`config.mk`:
```
export PLATFORM = sky130hd
export DESIGN_NAME = ram_bist_flat
export DESIGN_NICKNAME = d
export VERILOG_FILES = /design/src/rtl/ram_bist_if.sv /design/src/rtl/ram_bist.sv /design/src/flat_wrapper.sv
export SDC_FILE = /design/constraint.sdc
export NUM_CORES = 1
export LEC_CHECK = 0
export ABC_AREA = 1
export ABC_CLOCK_PERIOD_IN_PS = 3200
export BUFFER_PORTS_ARGS = -buffer_cell sky130_fd_sc_hd__buf_2
export CAP_MARGIN = 20
export CORE_MARGIN = 4
export CORE_UTILIZATION = 45
export CTS_BUF_LIST = sky130_fd_sc_hd__clkbuf_8
export DETAILED_ROUTE_END_ITERATION = 10
export PLACE_DENSITY = 0.7
export SLEW_MARGIN = 30
export SYNTH_ARGS = -nofsm -noshare
export SYNTH_HDL_FRONTEND = slang
export SYNTH_SLANG_ARGS = --single-unit
```
`constraint.sdc`:
```
create_clock -name mclk -period 3.2 [get_ports mclk]
set_input_delay 0 -clock mclk [delete_from_list [all_inputs] [get_ports mclk]]
set_output_delay 0 -clock mclk [all_outputs]
set_load 0.01 [all_outputs]
```
`src/rtl/ram_bist_if.sv`:
```
// rtl/ram_bist_if.sv - RAM port bundle between the BIST initiator and the RAM
// Signals:
//   ram_en   : RAM enable (driven by master)
//   ram_we   : byte write enables, 2'b00 (read) or 2'b11 (write)
//   ram_addr : RAM word address
//   ram_din  : RAM write data
//   ram_dout : RAM read data, valid the cycle after a read access (driven by slave)
interface ram_bist_if #(
    parameter int ADDR_MSB = 9
) ();
    logic              ram_en;
    logic [1:0]        ram_we;
    logic [ADDR_MSB:0] ram_addr;
    logic [15:0]       ram_din;
    logic [15:0]       ram_dout;

    modport master (
        output ram_en,
        output ram_we,
        output ram_addr,
        output ram_din,
        input  ram_dout
    );

    modport slave (
        input  ram_en,
        input  ram_we,
        input  ram_addr,
        input  ram_din,
        output ram_dout
    );
endinterface

```
`src/rtl/ram_bist.sv`:
```
// rtl/ram_bist.sv - March C- memory BIST initiator for one RAM port
// Ports:
//   mclk, reset_n   : clock, asynchronous active-low reset
//   bist_start      : start request, sampled in IDLE only
//   bist_busy       : test running
//   bist_done       : one-cycle pulse at test completion
//   bist_fail       : sticky mismatch flag, cleared on accepted start
//   bist_fail_addr  : word address of the first mismatch
//   bist_fail_data  : read data of the first mismatch
//   ram             : RAM port (ram_bist_if master modport)
// Build option: RAM_BIST_CHECKERBOARD_EN adds a second pass with background 16'h5555.
module ram_bist #(
    parameter int ADDR_MSB = 9,
    parameter int MEM_SIZE = 2048
) (
    input  logic              mclk,
    input  logic              reset_n,
    input  logic              bist_start,
    output logic              bist_busy,
    output logic              bist_done,
    output logic              bist_fail,
    output logic [ADDR_MSB:0] bist_fail_addr,
    output logic [15:0]       bist_fail_data,
    ram_bist_if.master        ram
);
    localparam int              AW     = ADDR_MSB + 1;
    localparam int              NWORDS = MEM_SIZE / 2;
    localparam logic [AW-1:0]   LAST   = AW'(NWORDS - 1);

    typedef enum logic [2:0] {
        S_IDLE,
        S_M0_W,
        S_M_R,
        S_M_W,
        S_M5_R,
        S_DRAIN,
        S_DONE
    } state_t;

    state_t        state_q, state_d;
    logic [AW-1:0] addr_q, addr_d;
    // elem_q selects M1..M4: bit 1 = descending, bit 0 = element reads ~B
    logic [1:0]    elem_q, elem_d;
    logic [15:0]   bg;
    logic [15:0]   rd_exp;
    logic [15:0]   wr_val;

    // M5 compare pipeline: the read issued in M5_R is checked one cycle later
    logic          chk_pend_q;
    logic [AW-1:0] chk_addr_q;
    logic [15:0]   chk_exp_q;

    logic          mis;
    logic [AW-1:0] mis_addr;
    logic          start_ok;

`ifdef RAM_BIST_CHECKERBOARD_EN
    logic          pass_q, pass_d;
    assign bg = pass_q ? 16'h5555 : 16'h0000;
`else
    assign bg = 16'h0000;
`endif

    assign rd_exp    = elem_q[0] ? ~bg : bg;
    assign wr_val    = elem_q[0] ? bg : ~bg;
    assign start_ok  = (state_q == S_IDLE) && bist_start;
    assign bist_busy = (state_q != S_IDLE) && (state_q != S_DONE);
    assign bist_done = (state_q == S_DONE);

    always_ff @(posedge mclk or negedge reset_n) begin
        if (!reset_n) begin
            state_q    <= S_IDLE;
            addr_q     <= '0;
            elem_q     <= 2'd0;
            chk_pend_q <= 1'b0;
            chk_addr_q <= '0;
            chk_exp_q  <= 16'h0000;
`ifdef RAM_BIST_CHECKERBOARD_EN
            pass_q     <= 1'b0;
`endif
        end else begin
            state_q    <= state_d;
            addr_q     <= addr_d;
            elem_q     <= elem_d;
            chk_pend_q <= (state_q == S_M5_R);
            chk_addr_q <= addr_q;
            chk_exp_q  <= bg;
`ifdef RAM_BIST_CHECKERBOARD_EN
            pass_q     <= pass_d;
`endif
        end
    end

    always_comb begin
        state_d      = state_q;
        addr_d       = addr_q;
        elem_d       = elem_q;
`ifdef RAM_BIST_CHECKERBOARD_EN
        pass_d       = pass_q;
`endif
        ram.ram_en   = 1'b0;
        ram.ram_we   = 2'b00;
        ram.ram_addr = '0;
        ram.ram_din  = 16'h0000;

        case (state_q)
            S_IDLE: begin
                if (bist_start) begin
                    state_d = S_M0_W;
                    addr_d  = '0;
`ifdef RAM_BIST_CHECKERBOARD_EN
                    pass_d  = 1'b0;
`endif
                end
            end
            S_M0_W: begin
                ram.ram_en   = 1'b1;
                ram.ram_we   = 2'b11;
                ram.ram_addr = addr_q;
                ram.ram_din  = bg;
                if (addr_q == LAST) begin
                    state_d = S_M_R;
                    elem_d  = 2'd0;
                    addr_d  = '0;
                end else begin
                    addr_d  = addr_q + AW'(1);
                end
            end
            S_M_R: begin
                ram.ram_en   = 1'b1;
                ram.ram_addr = addr_q;
                state_d      = S_M_W;
            end
            S_M_W: begin
                ram.ram_en   = 1'b1;
                ram.ram_we   = 2'b11;
                ram.ram_addr = addr_q;
                ram.ram_din  = wr_val;
                state_d      = S_M_R;
                if (elem_q[1] ? (addr_q == '0) : (addr_q == LAST)) begin
                    // element finished: reload the counter for the next one
                    case (elem_q)
                        2'd0: begin elem_d = 2'd1; addr_d = '0;   end
                        2'd1: begin elem_d = 2'd2; addr_d = LAST; end
                        2'd2: begin elem_d = 2'd3; addr_d = LAST; end
                        default: begin state_d = S_M5_R; addr_d = '0; end
                    endcase
                end else if (elem_q[1]) begin
                    addr_d = addr_q - AW'(1);
                end else begin
                    addr_d = addr_q + AW'(1);
                end
            end
            S_M5_R: begin
                ram.ram_en   = 1'b1;
                ram.ram_addr = addr_q;
                if (addr_q == LAST) begin
                    state_d = S_DRAIN;
                    addr_d  = '0;
                end else begin
                    addr_d  = addr_q + AW'(1);
                end
            end
            S_DRAIN: begin
`ifdef RAM_BIST_CHECKERBOARD_EN
                if (!pass_q) begin
                    state_d = S_M0_W;
                    pass_d  = 1'b1;
                    addr_d  = '0;
                end else begin
                    state_d = S_DONE;
                end
`else
                state_d = S_DONE;
`endif
            end
            S_DONE: state_d = S_IDLE;
            default: state_d = S_IDLE;
        endcase
    end

    // M_W sees the data read in the preceding M_R; M5 reads are checked a cycle late
    always_comb begin
        mis      = 1'b0;
        mis_addr = addr_q;
        if ((state_q == S_M_W) && (ram.ram_dout != rd_exp)) begin
            mis = 1'b1;
        end else if (chk_pend_q && (ram.ram_dout != chk_exp_q)) begin
            mis      = 1'b1;
            mis_addr = chk_addr_q;
        end
    end

    always_ff @(posedge mclk or negedge reset_n) begin
        if (!reset_n) begin
            bist_fail      <= 1'b0;
            bist_fail_addr <= '0;
            bist_fail_data <= 16'h0000;
        end else if (start_ok) begin
            bist_fail      <= 1'b0;
            bist_fail_addr <= '0;
            bist_fail_data <= 16'h0000;
        end else if (mis && !bist_fail) begin
            bist_fail      <= 1'b1;
            bist_fail_addr <= mis_addr;
            bist_fail_data <= ram.ram_dout;
        end
    end
endmodule
```
`src/flat_wrapper.sv`:
```
// flat-port wrapper written by rule: the top's interface ports become plain ports
module ram_bist_flat 
#(
    parameter int ADDR_MSB = 9,
    parameter int MEM_SIZE = 2048
)
  (mclk, reset_n, bist_start, bist_busy, bist_done, bist_fail, bist_fail_addr, bist_fail_data, ram_ram_en, ram_ram_we, ram_ram_addr, ram_ram_din, ram_ram_dout);
  ram_bist_if #(.ADDR_MSB(ADDR_MSB)) ram_i ();
  input  logic mclk;
  input  logic reset_n;
  input  logic bist_start;
  output logic bist_busy;
  output logic bist_done;
  output logic bist_fail;
  output logic [ADDR_MSB:0] bist_fail_addr;
  output logic [15:0] bist_fail_data;
  output wire logic [$bits(ram_i.ram_en)-1:0] ram_ram_en;
  output wire logic [$bits(ram_i.ram_we)-1:0] ram_ram_we;
  output wire logic [$bits(ram_i.ram_addr)-1:0] ram_ram_addr;
  output wire logic [$bits(ram_i.ram_din)-1:0] ram_ram_din;
  input wire logic [$bits(ram_i.ram_dout)-1:0] ram_ram_dout;
  assign ram_ram_en = ram_i.ram_en;
  assign ram_ram_we = ram_i.ram_we;
  assign ram_ram_addr = ram_i.ram_addr;
  assign ram_ram_din = ram_i.ram_din;
  assign ram_i.ram_dout = ram_ram_dout;
  ram_bist #(.ADDR_MSB(ADDR_MSB), .MEM_SIZE(MEM_SIZE)) u_core (.mclk(mclk), .reset_n(reset_n), .bist_start(bist_start), .bist_busy(bist_busy), .bist_done(bist_done), .bist_fail(bist_fail), .bist_fail_addr(bist_fail_addr), .bist_fail_data(bist_fail_data), .ram(ram_i));
endmodule
```
==> impl_metrics.toml, run 1 <==
[logic_synthesis]
synth_area_mm2 = 0.00333
yosysSeqAreaShare_pct = 39.8
synth_top_area_share_pct = 39.8
synth_fp_nets = 501
ys_ff_latch = 53
ys_types = 31
syn_inst = 475
syn_area_per_cell_um2 = 7.01
ys_warn_count = 0
synth.top_cells.by_area = "dfrtp_1 40%, nand2_1 19%, nand3_1 11%"
yosysTopAreaCell = "dfrtp_1"

[timing]
rsz0062_at_grt = "false"
relSlewSlack_pct = 44.0
drv_slew = 0
finalCritPeriodShare_pct = 70.5
hold_viol_final = 0
holdWs_ns = 0.135
tns_ns = 0
fmax_ghz = 0.444
skew_ns = 0.0115
setup_viol = 0
worstMarginPinSlew_ns = 0.835
period_minus_slack_ns = 2.25

[cts]
clkTransAtPathRegs_ns = 0.10
clock_latency_ns = 0.31
cts_resized = 0
hold_buffers = 17
cts_max_level = 2
cts_tree = "done"
cts_buffer_depth = 2
cts_sinks = 53
cts-buffers-inserted = 5
cts_setup_buffers = 0
ctsRootBufferMaster = "clkbuf_8"

[detailed_routing]
drt_pass1_iterations = 5
vias = 3239
ant_nets = 0
wl_mm = 8.55
viasPerCell = 5.05
drcViolationCount = 0
drt_iter0_markers = 162
wl_per_cell_um = 13.3

[status]
outcome = "complete, no violations"

[placed_design]
portBuffers = 76
place_hpwl_mm = 6.02
gp_congestion = 0.936

[worst_hold_path]
hp-class = "input port to register"

[global_route]
grt_max_degree = 30
grt_util_met1_pct = 24.8
antenna_found_initial = 0
met2_usage_pct = 33.7
gr-total-overflow = 0
grt.met3_usage_pct = 2.80
grt_usage_pct = 19.3
grt_pass1_vias = 2993
grt_pass1_wl_mm = 13.8
grt-busiest-layer = "met2"

[layout]
fill_cells = 716
n_antenna_cell = 0
drive_gt1_share_pct = 18.8
nets = 567
area_growth_pct = 16.5

[floorplanning]
rows = 31
die_y_um = 94.0
core_area_mm2 = 0.00721
start_util_pct = 46.2
io_pins = 77
die_x_um = 94.0
die_area_mm2 = 0.00884

[setup_path]
end_kind = "register"
required_ns = 3.45
cp_max_fo = 27
critPathKind = "register to register"
crit_arrival_ns = 2.50
start_kind = "register"

[pwr]
ir_drop_uv = 170
leakage_nw = 2.20
p_per_area_mw_per_mm2 = 298

[flow_run]
max_cap_viol_count = 0
[state kept, by name (all words and copies together), names as in the netlist]
| name | flops |
|---|---|
| u_core.bist_fail | 1 |
| u_core.chk_addr_q | 10 |
| u_core.elem_q | 2 |
| u_core.state_q | 3 |
| u_core.bist_fail_addr | 10 |
| u_core.addr_q | 10 |
| u_core.chk_pend_q | 1 |
| u_core.bist_fail_data | 16 |
[cell usage after synthesis, drive strengths merged]
cell      n
nor2     41
o21ai    24
nor4      1
ha        7
dfrtp    53
xnor2     1
buf      28
nand3    73
a21oi     4
xor2      5
clkbuf    7
nor3b     1
o21a      1
clkinv    1
inv      44
o211ai    1
o31ai     1
nand4     2
nor3      2
nand2   177
a31oi     1
[layout by cell type (no fill, tap or decap), types with 3 or more instances in the layout]
cell type | synthesis | final
buf_2 | 4 | 76
dlygate4sd3_1 | 0 | 17
a21oi_1 | 4 | 4
nand2_1 | 172 | 172
o21ai_0 | 23 | 23
nand2_2 | 4 | 4
nor2_1 | 36 | 36
nor2_4 | 4 | 4
ha_1 | 7 | 7
dfrtp_1 | 53 | 53
inv_1 | 41 | 41
clkbuf_8 | 0 | 5
xor2_1 | 5 | 5
inv_2 | 3 | 3
nand3_1 | 71 | 71
[routing by layer]
layer | part of all wire, % | vias up
met5 | 0 | -
met4 | 1.2 | 0
met3 | 6.4 | 8
met2 | 49 | 110
met1 | 44 | 1511
li1 | - | 1610
[critical path: stages, from the launching register on]
cell	delay [ns]
dfrtp_1	0.47
nor2_4	0.18
inv_2	0.08
nor2_4	0.16
nand3_2	0.32
nand2_2	0.20
nand2_4	0.21
nor2_8	0.35
nand2_1	0.12
nand2_1	0.07
[cell type report]
type	count	area, µm²	share of cell area, %
flip-flops and latches	53	1330	34.2
clock buffers	5	68.8	1.77
clock inverters	3	21.3	0.548
multi-input cells	342	1610	41.6
well taps	99	124	3.19
inverters	45	169	4.35
repair buffers	94	558	14.4
[cells by family after synthesis]
kind of cell,after synthesis,share of synthesized area (%)
AND/OR/NAND/NOR,297,39.0
buffers and inverters,80,11.8
flip-flops,53,39.8
AO/OA/AOI/OAI,32,5.22
adder cells (fa/ha/maj),7,2.63
XOR/XNOR,6,1.58
[worst paths after layout]
path / startpoint / end / slack [ns] / cells past startpoint
max in group asynchronous: reset_n / u_core.chk_addr_q[4] / 2.18 / 3
worst min-delay path: bist_start / u_core.state_q[1] / 0.14 / 5
worst max register to register: u_core.state_q[2] / u_core.bist_fail_addr[4] / 0.95 / 9
min in group asynchronous: reset_n / u_core.bist_fail_data[6] / 0.25 / 2
worst max-delay path: u_core.state_q[2] / u_core.bist_fail_addr[4] / 0.95 / 9
worst min register to register: u_core.bist_fail_data[10] / u_core.bist_fail_data[10] / 0.51 / 2
[metrics by stage]
stage	worst slack, ns	cell area, µm²	std cells	power (mW)	utilization, %
floorplan	1.39	3330	475	0.718	-
global placement	0.994	3620	616	0.761	50.2
detailed placement	0.967	3620	616	0.762	50.2
CTS	0.940	3880	641	1.17	53.8
global route	0.707	3880	641	1.21	53.8
finish	0.945	3880	641	1.16	53.8
[power breakdown]
part / internal [mW] / switching (mW) / total (mW) / leakage (nW)
combinational: 0.0370 / 0.0426 / 0.0796 / 1.49
sequential: 0.679 / 0.00498 / 0.684 / 0.665
clock: 0.156 / 0.237 / 0.393 / 0.0445
Power figures use the tool's default switching activity.
==> run 2: changes to the inputs <==
--- a/config.mk
+++ b/config.mk
@@ -5,15 +5,15 @@
 export SDC_FILE = /design/constraint.sdc
 export NUM_CORES = 1
 export LEC_CHECK = 0
-export ABC_AREA = 1
-export ABC_CLOCK_PERIOD_IN_PS = 3200
+export ABC_AREA = 0
+export ABC_CLOCK_PERIOD_IN_PS = 1900
 export BUFFER_PORTS_ARGS = -buffer_cell sky130_fd_sc_hd__buf_2
 export CAP_MARGIN = 20
 export CORE_MARGIN = 4
 export CORE_UTILIZATION = 45
 export CTS_BUF_LIST = sky130_fd_sc_hd__clkbuf_8
 export DETAILED_ROUTE_END_ITERATION = 10
-export PLACE_DENSITY = 0.7
+export PLACE_DENSITY = 0.73
 export SLEW_MARGIN = 30
 export SYNTH_ARGS = -nofsm -noshare
 export SYNTH_HDL_FRONTEND = slang
==> constraint.sdc (replaced) <==
create_clock -name mclk -period 1.9 [get_ports mclk]
set_input_delay 0 -clock mclk [delete_from_list [all_inputs] [get_ports mclk]]
set_output_delay 0 -clock mclk [all_outputs]
set_load 0.01 [all_outputs]
==> run 2 against run 1 <==
Against the previous run:
- the run now ends with setup timing left
- highest routed layer unchanged
- sequential power increased by 65%
- clock skew decreased by 0.0058 ns
- cell count decreased by 22%
- largest power group unchanged
- critical path depth decreased by 2
- critical path type unchanged
- power increased by 59%
- clock power increased by 56%
==> impl_metrics.toml, run 2 <==
[status]
outcome = "finished, violations left"
violations = "setup timing"

[logic_synthesis]
synth_area_mm2 = 0.00307
muxShareOfSynthArea_pct = 3.58
synth_common_cells = "53 x dfrtp_1, 20 x buf_4, 18 x nand2_1, 18 x nor2_1, 16 x a22o_1"
yosys.area_share.simple_pct = 17.5
ys_warn_count = 0
synth_fp_nets = 330
syn_area_per_cell_um2 = 10.1
synth_edf_count = 0
yosysMostFrequentCell = "dfrtp_1"
yosysSeqAreaShare_pct = 43.2
synth_top_area_share_pct = 43.2
ys_ff_latch = 53
ys_types = 60
synthAdderAreaFrac_pct = 2.85
synth_compound_area_share_pct = 20.4
yosys_most_used_dff = "dfrtp_1"
synth_top_family_by_area = "compound AO/OA/AOI/OAI gates"
async_reset_ff_share_pct = 100
synth.top_cells.by_area = "dfrtp_1 43%, buf_4 4.9%, a22o_1 4.6%"
syn_inst = 304
post_synth_xor_area_fraction_pct = 3.14
yosysTopAreaCell = "dfrtp_1"

[detailed_routing]
drcViolationCount = 0
drt_pass1_iterations = 5
wl_mm = 8.55
wl_per_cell_um = 17.0
ant_nets = 0
drt_iter0_markers = 166
viasPerCell = 5.77
vias = 2897

[layout]
largest_reg_flops = 16
fill_cells = 493
area_growth_pct = 36.9
drive_gt1_share_pct = 41.4
multi_input_area_mm2 = 0.00163
nets = 450
final_cell_mix = "74 x buf_2, 55 x buf_4, 53 x dfrtp_1"
top_register = "u_core.bist_fail_data"
layout.cells.most_common = "buf_2"
n_antenna_cell = 0
layout.area.seq_mm2 = 0.00133

[floorplanning]
rows = 29
core_area_mm2 = 0.00649
die_y_um = 90.6
die_x_um = 90.6
io_pins = 77
start_util_pct = 47.3
die_area_mm2 = 0.00821

[setup_path]
critPathMaxStageDelay_ns = 0.39
cp_max_fo = 4
crit_chain = "or2_4, or3_4, buf_6, o32a_4, o21ai_4, a31oi_1, o32a_1"
start_kind = "register"
critical-path-top-delay-family = "compound AO/OA/AOI/OAI gates"
cp_slowest_cell = "dfrtp_1"
critPathBufInv = 1
critPathKind = "register to register"
crit_arrival_ns = 2.31
end_kind = "register"
required_ns = 2.09

[timing]
worstMarginPinSlew_ns = 0.563
hold_viol_final = 0
period_minus_slack_ns = 2.11
finalCritPeriodShare_pct = 111
relSlewSlack_pct = 62.5
drv_slew = 0
rsz0062_at_grt = "true"
skew_ns = 0.00571
fin_ws_ns = -0.214
setup_viol = 29
tns_ns = -2.04
fmax_ghz = 0.473
holdWs_ns = 0.0180

[global_route]
grt_pass1_vias = 2881
grt_pass1_wl_mm = 13.9
grt_max_degree = 33
gr-total-overflow = 0
antenna_found_initial = 0
grt_usage_pct = 20.4

[worst_hold_path]
hp-class = "input port to register"

[cts]
clock_latency_ns = 0.30
cts_buffer_depth = 2
clkTransAtPathRegs_ns = 0.09
cts_sinks = 53
cts-buffers-inserted = 5
ctsRootBufferMaster = "clkbuf_8"
cts_max_level = 2
cts_tree = "done"

[pwr]
leakage_nw = 2.00
ir_drop_uv = 274
p_per_area_mw_per_mm2 = 437

[flow_run]
max_cap_viol_count = 0

[placed_design]
place_hpwl_mm = 5.86
gp_congestion = 0.947
portBuffers = 76
## run 2: cell count changes in the layout (fill, tap and decap cells not counted), sizes merged, moves of 16 or more
cell   previous run  this run
nand2           177        19
inv              45        10
buf              77       135
a22o              0        16
nand3            73        14
nor2             41        18
## run 2: per-stage QoR
stage | instance area, µm² | power, mW | utilization (%) | setup slack, ns | instances
6_report | 4200 | 1.84 | 64.7 | -0.214 | 502
4_1_cts | 4050 | 1.84 | 62.3 | -0.195 | 500
2_1_floorplan | 3070 | 1.15 | - | -0.149 | 304
5_1_grt | 4200 | 1.91 | 64.7 | -0.255 | 502
3_5_place_dp | 3720 | 1.21 | 57.3 | -0.215 | 474
3_3_place_gp | 3720 | 1.21 | 57.3 | -0.146 | 474
## run 2: metal layers
metal / GRT usage (%) / routed length (µm) / vias to the layer above
met5: 0 / 0 / -
met4: 6.89 / 136 / 0
met3: 2.83 / 623 / 15
met2: 33.8 / 4120 / 146
met1: 27.2 / 3670 / 1401
li1: - / - / 1335
## run 2: report_power, final
part           internal (mW)  total, mW  switching (mW)
registers               1.13       1.13               0
logic                 0.0442     0.0984          0.0541
clock network          0.251      0.613           0.362
total                   1.42       1.84           0.416
## run 2: cell families (layout without fill, tap and decap cells)
group / after synthesis / after routing
fa+ha+maj: 7 / 7
buf+inv: 47 / 168
simple gates: 98 / 98
flops: 53 / 53
compound gates: 77 / 77
xor+xnor: 11 / 11
mux: 11 / 11
## run 2: tightest hold or removal path, cell delays in order
cell and delay [ns]:
buf_2 0.12, nor2_1 0.08, o32ai_1 0.08
## run 2: cell type report
class | count | area share, %
Multi-Input combinational cell | 204 | 38.7
Sequential cell | 53 | 31.5
Timing Repair Buffer | 152 | 24.7
Tap cell | 77 | 2.29
Clock buffer | 5 | 1.64
Inverter | 8 | 0.714
Clock inverter | 3 | 0.357
## run 2: final timing paths
kind                                     startpoint                       end  slack (ns)  cells after the start
max                                u_core.addr_q[6]          u_core.addr_q[7]       -0.21                      7
min in group asynchronous                   reset_n  u_core.bist_fail_data[1]        0.21                      2
min                                      bist_start         u_core.state_q[0]        0.02                      3
min reg2reg                u_core.bist_fail_addr[5]  u_core.bist_fail_addr[5]        0.49                      1
max in group asynchronous                   reset_n  u_core.bist_fail_addr[1]        1.13                      3
max reg2reg                        u_core.addr_q[6]          u_core.addr_q[7]       -0.21                      7
## run 2: what timing repair did
| item | in CTS | in global routing |
|---|---|---|
| endpoints found under the setup margin | 51 | 41 |
| hold buffers | 17 | 0 |
| resized for setup | 13 | 24 |
| pin swaps | 12 | 9 |
| buffers inserted | 1 | 5 |
| cloned | 0 | 0 |
| endpoints found under the hold margin | 37 | 0 |
==> run 3: changes to the inputs <==
--- a/config.mk
+++ b/config.mk
@@ -10,10 +10,10 @@
 export BUFFER_PORTS_ARGS = -buffer_cell sky130_fd_sc_hd__buf_2
 export CAP_MARGIN = 20
 export CORE_MARGIN = 4
-export CORE_UTILIZATION = 45
+export CORE_UTILIZATION = 40
 export CTS_BUF_LIST = sky130_fd_sc_hd__clkbuf_8
 export DETAILED_ROUTE_END_ITERATION = 10
-export PLACE_DENSITY = 0.73
+export PLACE_DENSITY = 0.66
 export SLEW_MARGIN = 30
 export SYNTH_ARGS = -nofsm -noshare
 export SYNTH_HDL_FRONTEND = slang
==> run 3 against run 2 <==
Against the previous run:
- the flow still finishes with violations (setup timing)
- combinational power down 11%
- clock skew shrank 0.0023 ns
- cell count up 5.8%
- critical path type is now input port to register
==> impl_metrics.toml, run 3 (synthesized netlist as in run 2, its figures left out) <==
[status]
outcome = "finished, violations left"
violations = "setup timing"

[pwr]
p_int_mw = 1.43
switching_power_uw = 432
p_total_mw = 1.86
ir_drop_uv = 226
power_frac_clock_pct = 34.8
leakage_nw = 2.02
p_per_area_mw_per_mm2 = 438
seqPwrFrac_pct = 60.5
power.share.combinational_pct = 4.7
netSwitchingFraction_pct = 23.2

[setup_path]
required_ns = 2.15
cp_slowest_cell = "dlygate4sd3_1"
critPathKind = "input port to register"
critPathMaxStageDelay_ns = 0.53
end_kind = "register"
crit_arrival_ns = 2.30
cp_max_fo = 5
cp_common_cell = "buf_4"
crit_chain = "dlygate4sd3_1, buf_2, nor4_1, nand4_1, a32oi_2, buf_4, nor2b_4, buf_4, buf_6, a22o_1"
start_kind = "input port"

[global_route]
gr-total-overflow = 0
grt_usage_pct = 18.3
grt_pass1_vias = 2674
grt_pass1_wl_mm = 13.2
antenna_found_initial = 0
grt_max_degree = 54

[cts]
clock_latency_ns = 0.31
ctsRootBufferMaster = "clkbuf_8"
cts_sinks = 53
cts_tree = "done"
clkTransAtPathRegs_ns = 0.10
cts_buffer_depth = 2
cts-buffers-inserted = 5
cts_max_level = 2

[detailed_routing]
drcViolationCount = 0
viasPerCell = 5.39
ant_nets = 0
wl_mm = 8.72
drt_pass1_iterations = 5
vias = 2863
wl_per_cell_um = 16.4
drt_iter0_markers = 186

[layout]
area_growth_pct = 38.3
fin_area_mm2 = 0.00425
top_register = "u_core.bist_fail_data"
largest_reg_flops = 16
n_antenna_cell = 0
layout.cells.most_common = "buf_2"
final_cell_mix = "77 x buf_2, 57 x buf_4, 53 x dfrtp_1"
drive_gt1_share_pct = 43.1
nets = 457

[timing]
holdWs_ns = 0.00891
fin_ws_ns = -0.157
relSlewSlack_pct = 55.3
drv_slew = 0
hold_viol_final = 0
finalCritPeriodShare_pct = 108
skew_ns = 0.00336
period_minus_slack_ns = 2.06
setup_viol = 39
fmax_ghz = 0.486
worstMarginPinSlew_ns = 0.671
rsz0062_at_grt = "true"

[floorplanning]
die_area_mm2 = 0.00915
core_area_mm2 = 0.00737
io_pins = 77
start_util_pct = 41.7
die_x_um = 95.6
die_y_um = 95.6
rows = 31

[placed_design]
placed_area_mm2 = 0.00372
portBuffers = 76
gp_congestion = 0.927
place_hpwl_mm = 5.81

[worst_hold_path]
hp-class = "input port to register"

[flow_run]
max_cap_viol_count = 0
[run 3: cell types whose count changed in the layout (fill, tap and decap cells not counted), moves of 2 or more]
cell and delta:
buf_4 +2, o2bb2ai_2 +8, nor4_4 -3, o21ai_2 -3
nor4_1 +3, o21ai_1 +2, buf_6 +3, inv_1 -2
o2bb2ai_1 -8, buf_12 -2, buf_2 +3
[run 3: path summary, 6_finish.rpt]
| check | end | cells past startpoint | startpoint | slack, ns |
|---|---|---|---|---|
| worst min register to register | u_core.bist_fail_addr[8] | 1 | u_core.bist_fail_addr[8] | 0.50 |
| worst max-delay path | u_core.bist_fail_data[10] | 10 | ram_ram_dout[2] | -0.16 |
| worst min-delay path | u_core.state_q[0] | 3 | bist_start | 0.009 |
| min in group asynchronous | u_core.bist_fail_data[4] | 3 | reset_n | 0.34 |
| worst max register to register | u_core.bist_fail_data[10] | 9 | u_core.elem_q[0] | -0.16 |
| max in group asynchronous | u_core.chk_addr_q[6] | 3 | reset_n | 1.12 |
[run 3: metrics by stage]
step           TNS, ns  instances  worst slack (ns)  utilization (%)
2_1_floorplan   -0.799        304            -0.149                -
3_3_place_gp     -2.13        493            -0.115             50.4
3_5_place_dp     -2.75        493            -0.157             50.4
4_1_cts         -0.666        521            -0.103             54.6
5_1_grt          -7.38        531            -0.267             57.7
6_report         -3.70        531            -0.157             57.7
[run 3: power groups by stage]
stage               registers (mW)  clock network, mW  logic (mW)
CTS                           1.13              0.667      0.0850
floorplan                     1.15                  0     0.00409
finish                        1.13              0.647      0.0875
global route                  1.13              0.707      0.0971
detailed placement            1.15                  0      0.0579
global placement              1.15                  0      0.0579
[run 3: layout make-up]
| class | instances | area [µm²] |
|---|---|---|
| clock inverters | 3 | 21.3 |
| multi-input cells | 204 | 1600 |
| well taps | 99 | 124 |
| fillers | 635 | 3120 |
| flip-flops and latches | 53 | 1330 |
| inverters | 8 | 30.0 |
| clock buffers | 5 | 68.8 |
| repair buffers | 159 | 1080 |
[run 3: critical path: cells and delay by family]
| family | cells | cell delay [ns] |
|---|---|---|
| buffers and inverters | 5 | 1.11 |
| AOI/OAI and AO/OA | 2 | 0.43 |
| and+or+nand+nor | 3 | 0.76 |
[run 3: metal layers]
| metal | wire [µm] | part of all wire (%) | track usage, % | vias up |
|---|---|---|---|---|
| li1 | - | - | - | 1350 |
| met1 | 3860 | 44 | 25.0 | 1408 |
| met2 | 4330 | 50 | 29.0 | 95 |
| met3 | 441 | 5.1 | 3.00 | 10 |
| met4 | 95 | 1.1 | 6.64 | 0 |
| met5 | 0 | 0 | 0 | - |
[run 3: repair_timing]
item                                    CTS  global route
endpoints found under the setup margin   37            40
endpoints found under the hold margin    69             0
cloned                                    0             3
pin swaps                                 1            19
gates resized for setup                   5            34
buffers inserted                          3             7
hold buffers                             17             0
